File: src/rtl/fft_pkg.sv
// Shared FFT definitions: frame geometry, {re, im} sample packing and the
// index bit-reversal used to undo the FFT's bit-reversed output order.
package fft_pkg;

  localparam int NB_FFT  = 12;
  localparam int N_POINT = 8;
  localparam int LOG2_N  = 3;

  // re occupies the MSBs of the packed word, im the LSBs.
  typedef struct packed {
    logic signed [NB_FFT-1:0] re;
    logic signed [NB_FFT-1:0] im;
  } cplx_t;

  function automatic logic [LOG2_N-1:0] bitrev(input logic [LOG2_N-1:0] idx);
    logic [LOG2_N-1:0] rev;
    rev = '0;
    for (int b = 0; b < LOG2_N; b++) begin
      rev[b] = idx[LOG2_N-1-b];
    end
    return rev;
  endfunction

endpackage

File: src/rtl/fft_pingpong_ram.sv
// Two-bank frame buffer held in flops: one synchronous write port addressed by
// bank/address and one combinational read port addressed by bank/address.
module fft_pingpong_ram #(
  parameter int NB_WORD = 24,
  parameter int N_POINT = 8,
  parameter int LOG2_N  = 3
) (
  input  logic               i_clk,
  input  logic               i_we,
  input  logic               i_wr_bank,
  input  logic [LOG2_N-1:0]  i_wr_addr,
  input  logic [NB_WORD-1:0] i_wr_data,
  input  logic               i_rd_bank,
  input  logic [LOG2_N-1:0]  i_rd_addr,
  output logic [NB_WORD-1:0] o_rd_data
);

  logic [NB_WORD-1:0] mem_q [2][N_POINT];

  // NOTE: storage is deliberately not reset; the bank-full flags in the
  // controller decide which words are valid, so stale contents are never read.
  always_ff @(posedge i_clk) begin
    if (i_we) begin
      mem_q[i_wr_bank][i_wr_addr] <= i_wr_data;
    end
  end

  assign o_rd_data = mem_q[i_rd_bank][i_rd_addr];

endmodule

File: src/rtl/fft_bitrev_reorder.sv
// Reorders bit-reversed FFT output frames into natural bin order through a
// ping-pong buffer, AXI-Stream in and out with full backpressure.
module fft_bitrev_reorder #(
  parameter int NB_DATA = fft_pkg::NB_FFT,
  parameter int N_POINT = fft_pkg::N_POINT,
  parameter int LOG2_N  = fft_pkg::LOG2_N
) (
  input  logic                 i_clk,
  input  logic                 i_rst_n,
  input  logic                 s_axis_data_tvalid,
  input  logic [2*NB_DATA-1:0] s_axis_data_tdata,
  input  logic                 s_axis_data_tlast,
  output logic                 s_axis_data_tready,
  output logic                 m_axis_data_tvalid,
  output logic [2*NB_DATA-1:0] m_axis_data_tdata,
  output logic                 m_axis_data_tlast,
  input  logic                 m_axis_data_tready,
  output logic                 o_frame_err
);

  import fft_pkg::*;

  localparam int                NB_WORD  = 2 * NB_DATA;
  localparam logic [LOG2_N-1:0] LAST_IDX = LOG2_N'(N_POINT - 1);

  logic [1:0]         full_q, full_d;
  logic               wr_bank_q, wr_bank_d;
  logic               rd_bank_q, rd_bank_d;
  logic [LOG2_N-1:0]  wr_idx_q, wr_idx_d;
  logic [LOG2_N-1:0]  rd_idx_q, rd_idx_d;
  logic               m_valid_q, m_valid_d;
  logic [NB_WORD-1:0] m_data_q, m_data_d;
  logic               m_last_q, m_last_d;
  logic               frame_err_q, frame_err_d;

  logic               wr_hs;
  logic               rd_load;
  logic [LOG2_N-1:0]  wr_addr;
  logic [NB_WORD-1:0] rd_data;

  fft_pingpong_ram #(
    .NB_WORD (NB_WORD),
    .N_POINT (N_POINT),
    .LOG2_N  (LOG2_N)
  ) u_ram (
    .i_clk     (i_clk),
    .i_we      (wr_hs),
    .i_wr_bank (wr_bank_q),
    .i_wr_addr (wr_addr),
    .i_wr_data (s_axis_data_tdata),
    .i_rd_bank (rd_bank_q),
    .i_rd_addr (rd_idx_q),
    .o_rd_data (rd_data)
  );

  // NOTE: every signal driven here gets its default first, so no path through
  // the block can leave a value unassigned and infer a latch.
  always_comb begin
    full_d      = full_q;
    wr_bank_d   = wr_bank_q;
    rd_bank_d   = rd_bank_q;
    wr_idx_d    = wr_idx_q;
    rd_idx_d    = rd_idx_q;
    m_valid_d   = m_valid_q;
    m_data_d    = m_data_q;
    m_last_d    = m_last_q;
    frame_err_d = frame_err_q;

    wr_hs   = s_axis_data_tvalid && !full_q[wr_bank_q];
    wr_addr = bitrev(wr_idx_q);
    rd_load = (!m_valid_q || m_axis_data_tready) && full_q[rd_bank_q];

    // A short frame is dropped by rewinding the index; its bank stays open.
    if (wr_hs) begin
      if (wr_idx_q == LAST_IDX) begin
        full_d[wr_bank_q] = 1'b1;
        wr_bank_d         = !wr_bank_q;
        wr_idx_d          = '0;
        if (!s_axis_data_tlast) frame_err_d = 1'b1;
      end else if (s_axis_data_tlast) begin
        wr_idx_d    = '0;
        frame_err_d = 1'b1;
      end else begin
        wr_idx_d = wr_idx_q + 1'b1;
      end
    end

    // Commit and release always target different banks, so both updates hold.
    if (rd_load) begin
      m_valid_d = 1'b1;
      m_data_d  = rd_data;
      m_last_d  = (rd_idx_q == LAST_IDX);
      if (rd_idx_q == LAST_IDX) begin
        full_d[rd_bank_q] = 1'b0;
        rd_bank_d         = !rd_bank_q;
        rd_idx_d          = '0;
      end else begin
        rd_idx_d = rd_idx_q + 1'b1;
      end
    end else if (m_axis_data_tready) begin
      m_valid_d = 1'b0;
    end
  end

  // NOTE: state registers use non-blocking assignments so every flop samples
  // the pre-edge value of the others, independent of statement order.
  always_ff @(posedge i_clk or negedge i_rst_n) begin
    if (!i_rst_n) begin
      full_q      <= '0;
      wr_bank_q   <= 1'b0;
      rd_bank_q   <= 1'b0;
      wr_idx_q    <= '0;
      rd_idx_q    <= '0;
      m_valid_q   <= 1'b0;
      m_data_q    <= '0;
      m_last_q    <= 1'b0;
      frame_err_q <= 1'b0;
    end else begin
      full_q      <= full_d;
      wr_bank_q   <= wr_bank_d;
      rd_bank_q   <= rd_bank_d;
      wr_idx_q    <= wr_idx_d;
      rd_idx_q    <= rd_idx_d;
      m_valid_q   <= m_valid_d;
      m_data_q    <= m_data_d;
      m_last_q    <= m_last_d;
      frame_err_q <= frame_err_d;
    end
  end

  assign s_axis_data_tready = !full_q[wr_bank_q];
  assign m_axis_data_tvalid = m_valid_q;
  assign m_axis_data_tdata  = m_data_q;
  assign m_axis_data_tlast  = m_last_q;
  assign o_frame_err        = frame_err_q;

endmodule

File: config.mk
export PLATFORM = sky130hd
export DESIGN_NAME = fft_bitrev_reorder
export DESIGN_NICKNAME = d
export VERILOG_FILES = /design/src/rtl/fft_pkg.sv /design/src/rtl/fft_pingpong_ram.sv /design/src/rtl/fft_bitrev_reorder.sv
export SDC_FILE = /design/constraint.sdc
export NUM_CORES = 1
export LEC_CHECK = 0
export ABC_AREA = 1
export ABC_CLOCK_PERIOD_IN_PS = 3900
export BUFFER_PORTS_ARGS = -buffer_cell sky130_fd_sc_hd__buf_4
export CORE_MARGIN = 4
export CORE_UTILIZATION = 55
export CTS_CLUSTER_DIAMETER = 100
export DETAILED_ROUTE_END_ITERATION = 8
export PLACE_DENSITY = 0.7
export SYNTH_ARGS = -nofsm -noshare
export SYNTH_HDL_FRONTEND = slang
export SYNTH_HIERARCHICAL = 1
export SYNTH_SLANG_ARGS = --single-unit
File: constraint.sdc
create_clock -name i_clk -period 3.9 [get_ports i_clk]
set_input_delay 0.195 -clock i_clk [delete_from_list [all_inputs] [get_ports i_clk]]
set_output_delay 0.195 -clock i_clk [all_outputs]
set_load 0.03 [all_outputs]
# Yosys cells after proc, flatten, opt, wreduce, memory -nomap -nowiden
# Memories as Yosys holds them, arrays and structs flattened.
# Cells that the tools add are included.
dict set report totals {
  reg_bits 37
  ram_bits 384
  input_bits 29
  wordCells 69
  memories 1
  out_inout_bits 28
}
# name depth width read_ports rd_ports_with_merged_regs write_ports line
set mem_list {}
lappend mem_list {u_ram.mem_q 2 192 1 0 1 fft_pingpong_ram.sv:18} ;# logic [NB_WORD-1:0] mem_q [2][N_POINT];
dict set report classes {
  n_mux 27
  reduce_logical 15
  n_eq_ne 3
  n_bitwise 5
  magnitude_cmp 7
  addsub 2
}
# operator n
set op_table {}
lappend op_table {{$mux W192} 1}
lappend op_table {{$bmux W24 S3} 1}
lappend op_table {{$demux W24 S3} 1}
lappend op_table {{$mux W24} 3}
lappend op_table {{$mux W1} 12}
lappend op_table {{$mux W3} 3}
lappend op_table {{$ge A4 B4 Y1 const B} 2}
lappend op_table {{$mux W2} 4}
lappend op_table {{$not A3 Y4} 2}
lappend op_table {{$add A3 B1 Y3 const B} 2}
lappend op_table {{$eq A3 B3 Y1 const B} 2}
lappend op_table {{$logic_and A1 B1 Y1} 5}
lappend op_table {{$logic_not A1 Y1} 4}
lappend op_table {{$lt A1 B2 Y1 const B} 2}
lappend op_table {{$lt A4 B1 Y1 const B} 1}
lappend op_table {{$reduce_and A2 Y1} 2}
lappend op_table {{$reduce_bool A2 Y1} 2}
lappend op_table {{$reduce_and A3 Y1} 1}
lappend op_table {{$and A2 B2 Y2} 1}
lappend op_table {{$demux W1 S1} 2}
lappend op_table {{$ge A1 B1 Y1 const B} 2}
lappend op_table {{$ne A2 B2 Y1 const B} 1}
lappend op_table {{$not A2 Y2} 1}
lappend op_table {{$or A2 B2 Y2} 1}
lappend op_table {{$logic_or A1 B1 Y1} 1}

# Longest topological paths before layout
dict set report depth {
  word_depth 10
  mapped_depth 11
  depth_no_buf 9
}

# Modules after synthesis
# Netlist, hierarchy kept.
# mod cells_each area_each_um2 instances seq_area_each_um2
set modules_own_cells {}
lappend modules_own_cells {fft_pingpong_ram 1578 16497.1 1 11531.1}
lappend modules_own_cells {fft_bitrev_reorder 179 1664.1 1 925.9}

# Worst setup path before layout
# No wires, ideal clock.
dict set report synth_path {
  kind {register -> register}
  startpoint {reg wr_bank_q}
  endpoint {mem u_ram/mem_q[0][24] (netlist name) (enable)}
  required_time_ps 3465
  arrival_time_ps 2689
  synth_period_minus_slack_ps 3124
  path_stages_with_launch 8
  setup_ps 435
  setup_slack_ps 776
  path_buffers 0
  cell_sequence {dfrtp_1 inv_2 nand2_1 and3_1 inv_1 nor2_1 inv_1 nor3_1}
}
dict set report synth_between {
  elab_chain_len 6
}
# element line
set synth_rtl {}
lappend synth_rtl {{from (decl)} fft_bitrev_reorder.sv:27} ;# logic wr_bank_q, wr_bank_d;
lappend synth_rtl {{from (signal assigned)} fft_bitrev_reorder.sv:120} ;# wr_bank_q <= wr_bank_d;
lappend synth_rtl {{$mux W1 (not written as such) (2 in series)} fft_bitrev_reorder.sv:69} ;# wr_hs = s_axis_data_tvalid && !full_q[wr_bank_q];
lappend synth_rtl {{$logic_not A1 Y1} fft_bitrev_reorder.sv:69}
lappend synth_rtl {{$logic_and A1 B1 Y1} fft_bitrev_reorder.sv:69}
lappend synth_rtl {{via wr_hs} fft_bitrev_reorder.sv:36} ;# logic wr_hs;
lappend synth_rtl {{$mux W1} fft_pingpong_ram.sv:23} ;# if (i_we) begin
lappend synth_rtl {{$mux W192 (not written as such)} fft_pingpong_ram.sv:24} ;# mem_q[i_wr_bank][i_wr_addr] <= i_wr_data;
lappend synth_rtl {{to (decl)} fft_pingpong_ram.sv:18}
# The timed path passes the listed nets, and every way through them passes these cells. The select of a mux whose other input is x is not followed.

# Worst setup path in the final report
dict set report layout_path {
  startpoint {reg wr_bank_q}
  endpoint {mem u_ram/mem_q[0][86] (netlist name) (enable)}
}
# Same word-level chain as after synthesis.

==> key figures <==
Outcome
  – Outcome: finished, violations left
  – Violated checks: negative hold slack

Logic synthesis
  – Yosys warning count: 6
  – Syn_nets: 1790
  – Mean Syn Cell Area: 10.3 µm²
  – Synth area leaders: edfxtp_1, nand2_1, nand3_1
  – Area leader, netlist: edfxtp_1
  – Yosys top cell area share: 63.5%
  – EDFF count, synth: 384
  – Yosys reg bits: 421
  – Async SR Flop Fraction: 8.79%
  – Post-synthesis cell type count: 24
  – Primary FF master, synth: edfxtp_1
  – Mapped Cells: 1757
  – Count leader, synth: nand2_1
  – Top cells by count, synth: nand2_1, edfxtp_1, nand3_1
  – Sequential area share after synthesis: 68.6%
  – Mapped Area: 18200 µm²

STA
  – Worst-margin pin slew: 1.15 ns
  – Tmin final: 2.99 ns
  – Setup TNS: 0 ns
  – Final setup viols: 0
  – Ratio of final minimum period to clock period: 76.6%
  – Peak Freq: 0.335 GHz
  – Worst hold slack: -0.00301 ns
  – RSZ-0062 raised after global routing: no
  – Final Hold Viols: 8
  – Slew headroom: 23.1%
  – Clk_skew: 0.0249 ns
  – Max-slew violation count: 0

Global route
  – Pin count of the biggest net entering global routing: 197
  – GRT overflow: 0
  – Vias in the first global route: 11500
  – First-pass GRT wire length: 64.4 mm
  – Initial antenna violation count: 0
  – Tot GR Track Use: 22.8%

Layout
  – Nets: 1858
  – Fill cells: 2531
  – Layout cells sized above 1: 10.2%
  – Area delta synth->final: 13.7%
  – Register Area: 12500 µm²
  – Number of diodes: 0
  – Non-filler cells, final: 2300
  – Footprint of the multi-input gates: 4180 µm²

CTS
  – Total CTS buffers: 43
  – H-tree depth: 2
  – Setup bufs post-CTS: 0
  – CTS root buf: clkbuf_16
  – Clock Latency Late Sink: 0.53 ns
  – CTS tree: built
  – Clock Sinks: 421
  – Clk slew on worst S/H paths: 0.06 ns
  – Clock Tree Buf Depth: 3

Drt
  – DRT Wirelength: 41.0 mm
  – First DRT Iteration DRCs: 1106
  – Pre-Repair DR Iteration Count: 5
  – # DRC: 0
  – WL per Instance: 17.8 µm
  – Via density: 5.28
  – DR vias: 12100
  – Routed Antenna Nets: 0

Power and ir drop
  – Lkg Pwr: 8.96 nW
  – Switching Share: 31.7%
  – VDD IR-drop max: 0.339 mV
  – Pwr/cell area: 606 nW/µm²
  – Net switching component of the power: 3.96 mW
  – Internal power component: 8.55 mW
  – Clk pwr share: 31.9%
  – Comb power frac: 23.8%
  – Share of power burned in registers: 44.2%

Floorplanning
  – CORE AREA: 32500 µm²
  – Initial Util: 55.8%
  – Die area: 36000 µm²
  – Die Y: 190 µm
  – I/O pin count: 57
  – # rows: 66
  – Die width: 190 µm

Worst hold path
  – Worst hold endpoint: u_ram/mem_q[1][137]
  – Hold path depth: 1
  – Hold Crit Class: in2reg
  – Worst Hold Launch: s_axis_data_tdata[17]

Setup path
  – FF-to-FF setup slack: 0.91 ns
  – Startpoint Class: flop
  – Max Fanout on Critical Path: 15
  – CP peak stage delay: 0.85 ns
  – Crit-path slowest cell: dfrtp_1
  – Critical path type: reg2reg
  – Worst Path Arrival: 3.19 ns
  – CP Cell Sequence: inv_2 > nand2_1 > and3_1 > inv_1 > nor2_1 > nand3_1 > nor2_4 > buf_4
  – Reg-to-Reg Start: wr_bank_q
  – Worst flop-to-flop path endpoint: u_ram/mem_q[0][86]
  – CP required: 4.11 ns
  – FF-to-FF path depth: 8
  – Crit end category: flop

Run
  – MaxCap Viol Count: 0

Place
  – Post-Place Cells: 2196
  – I/O Buffers: 56
  – DP Wirelength: 22.9 mm
  – Final GP Congestion: 0.797
==> critical path: cells and delay by family (launching register included) <==
family	cells	cell delay [ns]
simple gates	5	1.27
flops	1	0.85
buf+inv	3	0.54
==> power groups by stage <==
stage,Sequential (mW),Combinational [mW],Clock (mW)
4_1_cts,5.53,2.95,4.06
2_1_floorplan,5.75,1.72,0
3_3_place_gp,5.62,2.85,0
5_1_grt,5.57,3.24,4.27
6_report,5.53,2.98,4.00
3_5_place_dp,5.62,2.91,0
==> layer usage <==
metal	GRT usage, %	part of all wire [%]	vias up
met1	33.1	43	5782
met5	0	0	-
met4	5.95	2.3	0
met3	3.41	8.1	76
met2	36.8	47	466
li1	-	-	5810
==> cell families (layout without fill, tap and decap cells) <==
logic type / count (synthesis) / in the layout / synth area share, %
flops: 421 / 421 / 68.6
fa+ha+maj: 4 / 4 / 0.276
compound gates: 6 / 6 / 0.241
simple gates: 934 / 934 / 22.0
buf+inv: 392 / 493 / 8.94
==> how the worst max path moves through the flow <==
stage,from,end,slack [ns]
after global routing,wr_bank_q,u_ram/mem_q[0][88],0.82
after global placement,wr_bank_q,u_ram/mem_q[1][85],1.15
after detailed placement,wr_bank_q,u_ram/mem_q[0][85],0.96
after floorplan,wr_bank_q,u_ram/mem_q[0][24],0.78
after CTS,wr_bank_q,u_ram/mem_q[0][72],0.97
final,wr_bank_q,u_ram/mem_q[0][86],0.91
==> cell usage in the layout, fill, tap and decap left out <==
cell	netlist	layout
a31o_2	2	2
and3_1	1	1
buf_12	1	3
buf_4	18	82
bufinv_16	0	4
clkbuf_1	12	8
clkbuf_16	0	45
clkinv_1	0	7
clkinv_2	0	13
clkinvlp_4	0	1
dfrtp_1	37	34
dfrtp_2	0	1
dfrtp_4	0	2
dlygate4sd3_1	0	26
edfxtp_1	384	384
ha_1	4	4
inv_1	300	299
inv_2	4	4
inv_4	0	1
nand2_1	586	586
nand2_2	3	3
nand3_1	307	307
nand3_2	10	10
nand4_1	5	5
nor2_1	13	5
nor2_4	0	8
nor3_2	0	8
o21ai_1	2	2
o21ai_2	1	1
o21bai_1	1	1
or2_2	1	1
==> final cells by class <==
| type | count | area share, % |
|---|---|---|
| flip-flops and latches | 421 | 60.4 |
| multi-input cells | 944 | 20.2 |
| clock buffers | 53 | 5.60 |
| inverters | 304 | 5.54 |
| repair buffers | 111 | 4.53 |
| well taps | 442 | 2.68 |
| clock inverters | 25 | 1.06 |
==> repair_timing <==
item,CTS,global route
hold buffers,26,0
hold endpoints to repair,407,0
gates resized for setup,0,0
==> metrics by stage <==
stage | total power, mW | util, % | instance area (µm²) | setup WS, ns | hold WS [ns]
floorplan | 7.47 | - | 18200 | 0.776 | -0.101
global placement | 8.47 | 58.5 | 19000 | 1.15 | 0.175
detailed placement | 8.53 | 58.5 | 19000 | 0.959 | 0.179
CTS | 12.5 | 63.5 | 20700 | 0.973 | 0.00508
global route | 13.1 | 63.5 | 20700 | 0.821 | 0.0146
finish | 12.5 | 63.5 | 20700 | 0.912 | -0.00301
==> flip-flops by register name, indices dropped and copies added (netlist names) <==
| register | cells |
|---|---|
| full_q | 2 |
| m_axis_data_tdata | 24 |
| m_axis_data_tlast | 1 |
| m_axis_data_tvalid | 1 |
| o_frame_err | 1 |
| rd_bank_q | 1 |
| rd_idx_q | 3 |
| u_ram/mem_q | 384 |
| wr_bank_q | 1 |
| wr_idx_q | 3 |
(Power assumes the default switching activity.)
